File: src/rtl/pass_display_ctrl.sv
// pass_display_ctrl: LED/7-seg status driver for the password lock with blink, fail counting and timed lockout.
// Optional PASS_DISPLAY_ATTEMPTS_EN shows remaining attempts on digit 0 in IDLE/ENTRY.
module pass_display_ctrl #(
    parameter int N_DIGITS   = 5,
    parameter int N_LEDS     = 10,
    parameter int STATE_W    = 4,
    parameter int BLINK_DIV  = 25_000_000,
    parameter int MAX_FAILS  = 3,
    parameter int LOCK_TICKS = 20
) (
    input  logic                  clk,
    input  logic                  rst,
    input  logic [STATE_W-1:0]    state,
    output logic [N_LEDS-1:0]     leds_out,
    output logic [7*N_DIGITS-1:0] seg_out,
    output logic [3:0]            fail_cnt,
    output logic                  locked
);
    localparam int CW = $clog2(BLINK_DIV);
    localparam int LW = $clog2(LOCK_TICKS + 1);
    localparam logic [6:0] G_DASH  = 7'b0111111;
    localparam logic [6:0] G_BLANK = 7'b1111111;
    localparam logic [6:0] G_E     = 7'b0000110;
    localparam logic [6:0] G_R     = 7'b0101111;
    localparam logic [6:0] G_O     = 7'b1000000;
    localparam logic [6:0] G_P     = 7'b0001100;
    localparam logic [6:0] G_N     = 7'b0101011;
    localparam logic [6:0] G_L     = 7'b1000111;
    localparam logic [6:0] G_C     = 7'b1000110;

    typedef enum logic {RUN, LOCK} lock_t;

    lock_t                  lock_q, lock_n;
    logic [STATE_W-1:0]     state_q;
    logic [CW-1:0]          cnt_q, cnt_n;
    logic                   phase_q, phase_n;
    logic [3:0]             fail_n;
    logic [LW-1:0]          lcnt_q, lcnt_n;
    logic                   tick, err_edge;
    logic [N_LEDS-1:0]      leds_n;
    logic [7*N_DIGITS-1:0]  seg_n;
    logic [3:0][6:0]        txt;
    logic [2:0]             len;
    logic [6:0]             fill;

`ifdef PASS_DISPLAY_ATTEMPTS_EN
    function automatic logic [6:0] dec_glyph(input logic [3:0] d);
        case (d)
            4'd0:    return 7'b1000000;
            4'd1:    return 7'b1111001;
            4'd2:    return 7'b0100100;
            4'd3:    return 7'b0110000;
            4'd4:    return 7'b0011001;
            4'd5:    return 7'b0010010;
            4'd6:    return 7'b0000010;
            4'd7:    return 7'b1111000;
            4'd8:    return 7'b0000000;
            4'd9:    return 7'b0010000;
            default: return G_BLANK;
        endcase
    endfunction
`endif

    assign tick     = cnt_q == CW'(BLINK_DIV - 1);
    assign err_edge = lock_q == RUN && state == STATE_W'(5) && state_q != STATE_W'(5);

    always_ff @(posedge clk) begin
        if (rst) begin
            lock_q   <= RUN;
            state_q  <= '0;
            cnt_q    <= '0;
            phase_q  <= 1'b1;
            lcnt_q   <= '0;
            fail_cnt <= '0;
            locked   <= 1'b0;
            leds_out <= '0;
            seg_out  <= {N_DIGITS{G_DASH}};
        end else begin
            lock_q   <= lock_n;
            state_q  <= state;
            cnt_q    <= cnt_n;
            phase_q  <= phase_n;
            lcnt_q   <= lcnt_n;
            fail_cnt <= fail_n;
            locked   <= lock_n == LOCK;
            leds_out <= leds_n;
            seg_out  <= seg_n;
        end
    end

    // An error edge restarts the timebase so ERROR always opens on the visible phase.
    always_comb begin
        lock_n  = lock_q;
        lcnt_n  = lcnt_q;
        fail_n  = fail_cnt;
        cnt_n   = tick ? '0 : cnt_q + 1'b1;
        phase_n = tick ? ~phase_q : phase_q;
        if (lock_q == LOCK) begin
            if (tick) begin
                lcnt_n = lcnt_q + 1'b1;
                if (lcnt_q == LW'(LOCK_TICKS - 1)) begin
                    lock_n = RUN;
                    lcnt_n = '0;
                    fail_n = '0;
                end
            end
        end else if (state == STATE_W'(4)) begin
            fail_n = '0;
        end else if (err_edge) begin
            cnt_n   = '0;
            phase_n = 1'b1;
            lcnt_n  = '0;
            fail_n  = fail_cnt < 4'(MAX_FAILS) ? fail_cnt + 1'b1 : fail_cnt;
            lock_n  = fail_cnt == 4'(MAX_FAILS - 1) ? LOCK : RUN;
        end
    end

    // Outputs are decoded from next-cycle values so they land one clock after the state input.
    always_comb begin
        txt  = {G_BLANK, G_BLANK, G_BLANK, G_BLANK};
        len  = 3'd0;
        fill = G_BLANK;
        for (int k = 0; k < N_LEDS; k++)
            leds_n[k] = 1'b0;
        if (lock_n == LOCK) begin
            txt = {G_BLANK, G_C, G_O, G_L};
            len = phase_n ? 3'd3 : 3'd0;
        end else if (state <= STATE_W'(3)) begin
            fill = G_DASH;
            for (int k = 0; k < N_LEDS; k++)
                leds_n[k] = k < int'(state);
        end else if (state == STATE_W'(4)) begin
            txt    = {G_N, G_E, G_P, G_O};
            len    = 3'd4;
            leds_n = '1;
        end else if (state == STATE_W'(5)) begin
            txt    = {G_BLANK, G_R, G_R, G_E};
            len    = phase_n ? 3'd3 : 3'd0;
            leds_n = phase_n ? '1 : '0;
        end
        for (int i = 0; i < N_DIGITS; i++)
            seg_n[7*i+:7] = (N_DIGITS - 1 - i < int'(len)) ? txt[2'(N_DIGITS - 1 - i)] : fill;
`ifdef PASS_DISPLAY_ATTEMPTS_EN
        if (lock_n == RUN && state <= STATE_W'(3))
            seg_n[6:0] = dec_glyph(4'(MAX_FAILS) - fail_n);
`endif
    end
endmodule
File: config.mk
export PLATFORM = sky130hd
export DESIGN_NAME = pass_display_ctrl
export DESIGN_NICKNAME = d
export VERILOG_FILES = /design/src/rtl/pass_display_ctrl.sv
export SDC_FILE = /design/constraint.sdc
export NUM_CORES = 1
export LEC_CHECK = 0
export CORE_UTILIZATION = 42
export CTS_BUF_LIST = sky130_fd_sc_hd__clkbuf_2
export DETAILED_ROUTE_END_ITERATION = 12
export PLACE_DENSITY = 0.69
export SLEW_MARGIN = 20
export SYNTH_ARGS = -nofsm -noshare
export SYNTH_HDL_FRONTEND = slang
export SYNTH_SLANG_ARGS = --single-unit
File: constraint.sdc
create_clock -name clk -period 6.5 [get_ports clk]
set_input_delay 1.95 -clock clk [delete_from_list [all_inputs] [get_ports clk]]
set_output_delay 1.95 -clock clk [all_outputs]
set_load 0.02 [all_outputs]
==> results of run 1 <==
## registers in the layout, summed over array words and instances, names as in the netlist
register	count
cnt_q	25
lock_q	1
leds_out	10
phase_q	1
fail_cnt	4
lcnt_q	5
seg_out	13
state_q	4
## logic make-up after synthesis
logic type,after synthesis,synth area share (%)
AO/OA/AOI/OAI,32,8.56
XOR/XNOR,24,7.77
adder cells (fa/ha/maj),4,1.85
buffers and inverters,47,9.62
flip-flops,63,46.6
other,1,0.139
AND/OR/NAND/NOR,133,25.4
## worst max-delay path: cells and delay by family
family        cells  cell delay [ns]
simple gates      4             1.92
buf+inv           1             0.56
## placed cells by master (no fill, tap or decap), types with 9 or more instances in the layout
master and instances:
sky130_fd_sc_hd__nor4_1 9, sky130_fd_sc_hd__nand2_1 18, sky130_fd_sc_hd__inv_1 15, sky130_fd_sc_hd__conb_1 15, sky130_fd_sc_hd__clkbuf_2 9, sky130_fd_sc_hd__dfxtp_1 63
sky130_fd_sc_hd__nand3_1 13, sky130_fd_sc_hd__nor3_1 12, sky130_fd_sc_hd__clkdlybuf4s50_1 43, sky130_fd_sc_hd__xnor2_1 19, sky130_fd_sc_hd__nor2_1 42
## routing by layer
layer	part of all wire [%]	vias to the layer above	routed length (microns)
met5	0	-	0
met3	6.9	5	357
met4	0.98	0	51
met2	45	72	2330
li1	-	1088	-
met1	47	964	2450
## through the flow
stage	cells	hold slack, ns	area [sq um]	total power [mW]	utilization (%)
final	420	0.492	3230	0.765	53.3
after global routing	420	0.531	3230	0.799	53.3
after CTS	420	0.497	3230	0.775	53.3
after detailed placement	404	0.468	3080	0.471	50.8
after global placement	404	0.458	3080	0.471	50.8
after floorplan	318	0.442	2760	0.454	-
## where the power goes
group / switching, mW / leakage, nW / internal [mW]
Clock: 0.139 / 0.0893 / 0.163
Combinational: 0.0376 / 0.599 / 0.0247
Sequential: 0.00460 / 0.513 / 0.396
## area by class of cell
type | count | area [sq um]
Clock buffer | 9 | 45.0
Clock inverter | 7 | 111
Fill cell | 557 | 2830
Inverter | 15 | 56.3
Multi-Input combinational cell | 208 | 1230
Sequential cell | 63 | 1260
Tap cell | 75 | 93.8
Timing Repair Buffer | 43 | 430
## path summary, 6_finish.rpt
kind	to	slack [ns]	cells after the start	start
setup reg to reg	leds_out[0]$_SDFF_PP0_	3.96	5	cnt_q[14]$_SDFF_PP0_
setup / recovery	cnt_q[6]$_SDFF_PP0_	2.41	5	state[2]
hold / removal	lcnt_q[1]$_SDFFE_PP0P_	0.49	2	lcnt_q[1]$_SDFFE_PP0P_
hold reg to reg	lcnt_q[1]$_SDFFE_PP0P_	0.49	2	lcnt_q[1]$_SDFFE_PP0P_
==> summary.md, run 1 <==
| Metric | Value |
|---|---|
| Netlist area before placement | 0.00270 sq mm |
| Hold buffers post-CTS | 0 |
| List of cells traversed by the critical path | clkdlybuf4s50_1, nor3b_1, and4_1, or3_1, nor2_1 |
| Number of design rule violations left after detail routing | 0 |
| Standard cell with the maximum stage delay on the critical path | sky130_fd_sc_hd__nor3b_1 |
| Number of buffers added on ports | 43 |
| Global Route met3 Usage | 7.25% |
| Number of H-tree levels | 3 |
| Global-route usage over all layers | around 18% |
| Post-CTS setup repair buffer count | 0 |
| Largest net degree at the start of global routing | 26 |
| Most congested layer reported by global routing | met2 |
| Startpoint kind of the worst setup timing path | primary input |
| Site Rows | 28 |
| Number of distinct library cells after synthesis | 50 |
| Arrival time worst endpoint | between 4 and 5 ns |
| Most frequent cells after synthesis | sky130_fd_sc_hd__dfxtp_1, sky130_fd_sc_hd__nor2_1, sky130_fd_sc_hd__buf_4, sky130_fd_sc_hd__xnor2_1, sky130_fd_sc_hd__nand2_1 |
| Setup skew after layout | roughly 0.022 ns |
| Vias in the first global route | 1978 |
| Power density normalized to cell area | 237 mW/mm^2 |
| Area of the core | around 0.0061 sq mm |
| Pre-CTS WS | ~1.9 ns |
| ANT nets after route | 0 |
| RePlAce Congestion | approximately 0.8 |
| Measured slew at the worst slew-check pin | ~0.85 ns |
| Share of final-layout standard cells stronger than drive strength 1 | approximately 6.4% |
| Worst max-slew margin expressed relative to the limit | roughly 43% |
| Unrepaired setup endpoints after global routing | false |
| Number of nets in the finished design | between 300 and 400 |
| Full die area | a little under 0.007 sq mm |
| Most numerous cell in the Yosys netlist | sky130_fd_sc_hd__dfxtp_1 |
| First-iteration detailed-routing DRC count | 100 |
| Post-synthesis sequential area ratio | between 40% and 50% |
| Clk_lat worst skew | 0.49 ns |
| Count of final max-slew check failures | 0 |
| Average size of a mapped cell | 8.89 sq um |
| Final Hold Fails | 0 |
| Leakage power figure | 1.20 nW |
| Via count | approximately 2100 |
| Leading post-synthesis cells by cell area | sky130_fd_sc_hd__dfxtp_1, sky130_fd_sc_hd__xnor2_1, sky130_fd_sc_hd__buf_4 |
| Portion of the clock cycle consumed by the worst path in the final layout | 63.0% |
| Maximum resistive drop on vdd | between 100 and 150 uV |
| Post-Route Setup TNS | 0 ns |
| Worst-case setup margin in the final layout | around 2.4 ns |
| Grt met2 use | between 20% and 30% |
| X dimension of the die | slightly above 80 microns |
| TritonCTS clock tree | built |
| Tightest Hold Check Type | reg2reg |
| Top FF cell, synth | sky130_fd_sc_hd__dfxtp_1 |
| Floorplan die height | 82.2 microns |
| Cells after synthesis | 304 |
| Number of optimization iterations in the first detailed-route pass | 4 |
| PostCTS Resize Cnt | 0 |
| Clock slew at the register clock pins of the worst setup and hold paths | between 0.15 and 0.2 ns |
| DP HPWL | between 3000 and 4000 microns |
| Wire length of the first global-routing pass | about 9000 microns |
| Status | finished clean |
| Clk sink count | between 60 and 70 |
| Global Route met1 Usage | a little over a fifth |
| Cell taking the most area after synthesis | sky130_fd_sc_hd__dfxtp_1 |
| Area Overhead vs Synth | 19.6% |
| Count of flip-flops with a built-in enable after synthesis | 0 |
| Worst-path maximum fanout | 25 |
| Synth top area share | 46.6% |
| Flops & latches, synth | 63 |
| Drt wl/cell | approximately 12 microns |
| Antenna diodes | 0 |
| Final wirelength | slightly above 5000 microns |
| Largest buffer count on any clock path | 2 |
| Setup violators final | 0 |
| Initial core utilization | between 40% and 50% |
| I/O pin total | 56 |
| Overflow left after global routing | 0 |
| Minimum period implied by the final worst setup slack | roughly 4.1 ns |
| Vias/cell | between 5 and 6 |
| WS Path Type | in2reg |
| Worst setup EP type | flip-flop |
| Top achievable clock speed | between 0.2 and 0.25 GHz |
| Root buffer cell | sky130_fd_sc_hd__clkbuf_2 |
| Worst stage delay on the critical path | about 0.72 ns |
| CTS Buf Count | 9 |
| Fraction of registers with async set or reset after synthesis | 0% |
| Initial antenna violation count | 0 |
| Req. time, crit path | 6.85 ns |
| Yosys synthesis warning count | 0 |
| Number of max-capacitance violations reported | 0 |
Power figures use the tool's default switching activity.
==> inputs of run 2 (changes only) <==
==> constraint.sdc (replaced) <==
create_clock -name clk -period 3.8 [get_ports clk]
set_input_delay 1.14 -clock clk [delete_from_list [all_inputs] [get_ports clk]]
set_output_delay 1.14 -clock clk [all_outputs]
set_load 0.02 [all_outputs]
==> summary.md, run 2 (synthesis gave the netlist of run 1 again) <==
| Metric | Value |
|---|---|
| Status | finished clean |
| Number of optimization iterations in the first detailed-route pass | 4 |
| Setup violators final | 0 |
| Hold buffers post-CTS | 0 |
| Worst setup EP type | output port |
| Worst stage delay on the critical path | between 0.6 and 0.7 ns |
| Register containing the most flip-flops in the final layout | cnt_q |
| Placed cell count | about 400 |
| Clock slew at the register clock pins of the worst setup and hold paths | 0.19 ns |
| Drt wl/cell | ~12 microns |
| First-iteration detailed-routing DRC count | between 100 and 150 |
| Wire length of the first global-routing pass | 8620 microns |
| Measured slew at the worst slew-check pin | a little under 0.6 ns |
| CTS Buf Count | 9 |
| Share of final-layout standard cells stronger than drive strength 1 | between 7 and 8% |
| Number of max-capacitance violations reported | 0 |
| RePlAce Congestion | 0.884 |
| Largest net degree at the start of global routing | 26 |
| Filler instances | between 500 and 600 |
| X dimension of the die | 82.2 microns |
| Post-Layout Cell Count | 423 |
| Post-CTS setup repair buffer count | 0 |
| Most frequent standard cell in the layout excluding fill and tap cells | sky130_fd_sc_hd__dfxtp_1 |
| Hold Path Origin | cnt_q[0]$_SDFF_PP0_ |
| Full die area | roughly 0.0068 sq mm |
| Post-Route Setup TNS | 0 ns |
| Largest buffer count on any clock path | 2 |
| Startpoint kind of the worst setup timing path | flip-flop |
| Global Route met1 Usage | between 20% and 30% |
| Unrepaired setup endpoints after global routing | false |
| TritonCTS clock tree | built |
| Initial antenna violation count | 0 |
| List of cells traversed by the critical path | clkdlybuf4s50_1 |
| Maximum resistive drop on vdd | around 260 uV |
| Start point of the critical path | lock_q$_SDFF_PP0_ |
| Req. time, crit path | approximately 2.7 ns |
| Family of cells with the greatest summed delay on the critical path | buffers and inverters |
| Tightest Hold Check Type | reg2reg |
| Arrival time worst endpoint | between 1.5 and 2 ns |
| Dpl cell area | between 0.003 and 0.004 sq mm |
| Worst max-slew margin expressed relative to the limit | 60.6% |
| Number of buffer and inverter instances along the worst setup path | 1 |
| Final core utilization | 52.9% |
| Site Rows | 28 |
| WS Path Type | reg2out |
| DP HPWL | 3620 microns |
| Worst-path maximum fanout | 6 |
| Via count | between 2000 and 2500 |
| Setup skew after layout | ~0.027 ns |
| Most congested layer reported by global routing | met2 |
| Area Overhead vs Synth | 18.6% |
| Top achievable clock speed | 0.357 GHz |
| Floorplan die height | 82.2 microns |
| Count of final max-slew check failures | 0 |
| Minimum period implied by the final worst setup slack | between 2 and 3 ns |
| Crit Reg-Reg Startpoint | cnt_q[15]$_SDFF_PP0_ |
| PostCTS Resize Cnt | 0 |
| I/O pin total | 56 |
| Final wirelength | a little over 5000 microns |
| Pre-CTS WS | ~0.58 ns |
| Cell area after layout | 0.00321 sq mm |
| Leakage power figure | between 1 and 1.5 nW |
| Power density normalized to cell area | 368 mW/mm^2 |
| Root buffer cell | sky130_fd_sc_hd__clkbuf_2 |
| Number of nets in the finished design | between 300 and 400 |
| Number of design rule violations left after detail routing | 0 |
| Clk_lat worst skew | between 0.4 and 0.5 ns |
| Global-route usage over all layers | 17.1% |
| Worst-case setup margin in the final layout | 0.999 ns |
| Overflow left after global routing | 0 |
| Antenna diodes | 0 |
| Vias in the first global route | roughly 1900 |
| Largest registers | cnt_q (25), seg_out (13), leds_out (10) |
| Final Hold Slack | ~0.5 ns |
| Vias/cell | slightly above 5 |
| PnR Total Power | around 1.2 mW |
| Portion of the clock cycle consumed by the worst path in the final layout | approximately three quarters |
| Most used cells in the layout excluding fill and tap cells | sky130_fd_sc_hd__dfxtp_1, sky130_fd_sc_hd__clkdlybuf4s50_1, sky130_fd_sc_hd__nor2_1, sky130_fd_sc_hd__xnor2_1, sky130_fd_sc_hd__nand2_1 |
| Initial core utilization | between 40% and 50% |
| Number of buffers added on ports | 43 |
| Standard cell with the maximum stage delay on the critical path | sky130_fd_sc_hd__clkdlybuf4s50_1 |
| Grt met2 use | a little over a quarter |
| Area of the core | a little over 0.006 sq mm |
| ANT nets after route | 0 |
| Number of H-tree levels | 3 |
| Final Hold Fails | 0 |
| Global Route met3 Usage | 6.70% |
| Clk sink count | 63 |
| Max FFs per register | 25 |
==> run 2: cell types whose count changed in the layout (fill, tap and decap cells not counted) <==
| cell | previous run | this run |
|---|---|---|
| sky130_fd_sc_hd__buf_4 | 0 | 3 |
| sky130_fd_sc_hd__clkinvlp_4 | 1 | 2 |
| sky130_fd_sc_hd__clkinv_2 | 2 | 3 |
| sky130_fd_sc_hd__bufinv_16 | 3 | 1 |
==> run 2: where the power goes <==
part	internal [mW]	switching [mW]
Sequential	0.677	0.00788
Combinational	0.0442	0.0652
Clock	0.146	0.240
==> run 2: final cells by class <==
| cell class | count | area (sq um) | area share [%] |
|---|---|---|---|
| inverter | 15 | 56.3 | 1.76 |
| timing repair buffer | 46 | 453 | 14.1 |
| multi-input combinational | 208 | 1230 | 38.5 |
| sequential | 63 | 1260 | 39.3 |
| clock inverter | 7 | 63.8 | 1.99 |
| tap | 75 | 93.8 | 2.93 |
| clock buffer | 9 | 45.0 | 1.40 |
==> run 2: final timing paths <==
path                                          endpoint  slack [ns]  depth (start not counted)
worst max-delay path                            locked         1.0                          1
worst min-delay path               cnt_q[0]$_SDFF_PP0_        0.50                          1
worst max register to register  leds_out[0]$_SDFF_PP0_        1.30                          5
worst min register to register     cnt_q[0]$_SDFF_PP0_        0.50                          1
==> run 2: layer usage <==
metal | up-vias | share of wire [%]
met4 | 0 | 1.1
met1 | 965 | 47
li1 | 1094 | -
met5 | - | 0
met2 | 62 | 45
met3 | 7 | 6.2
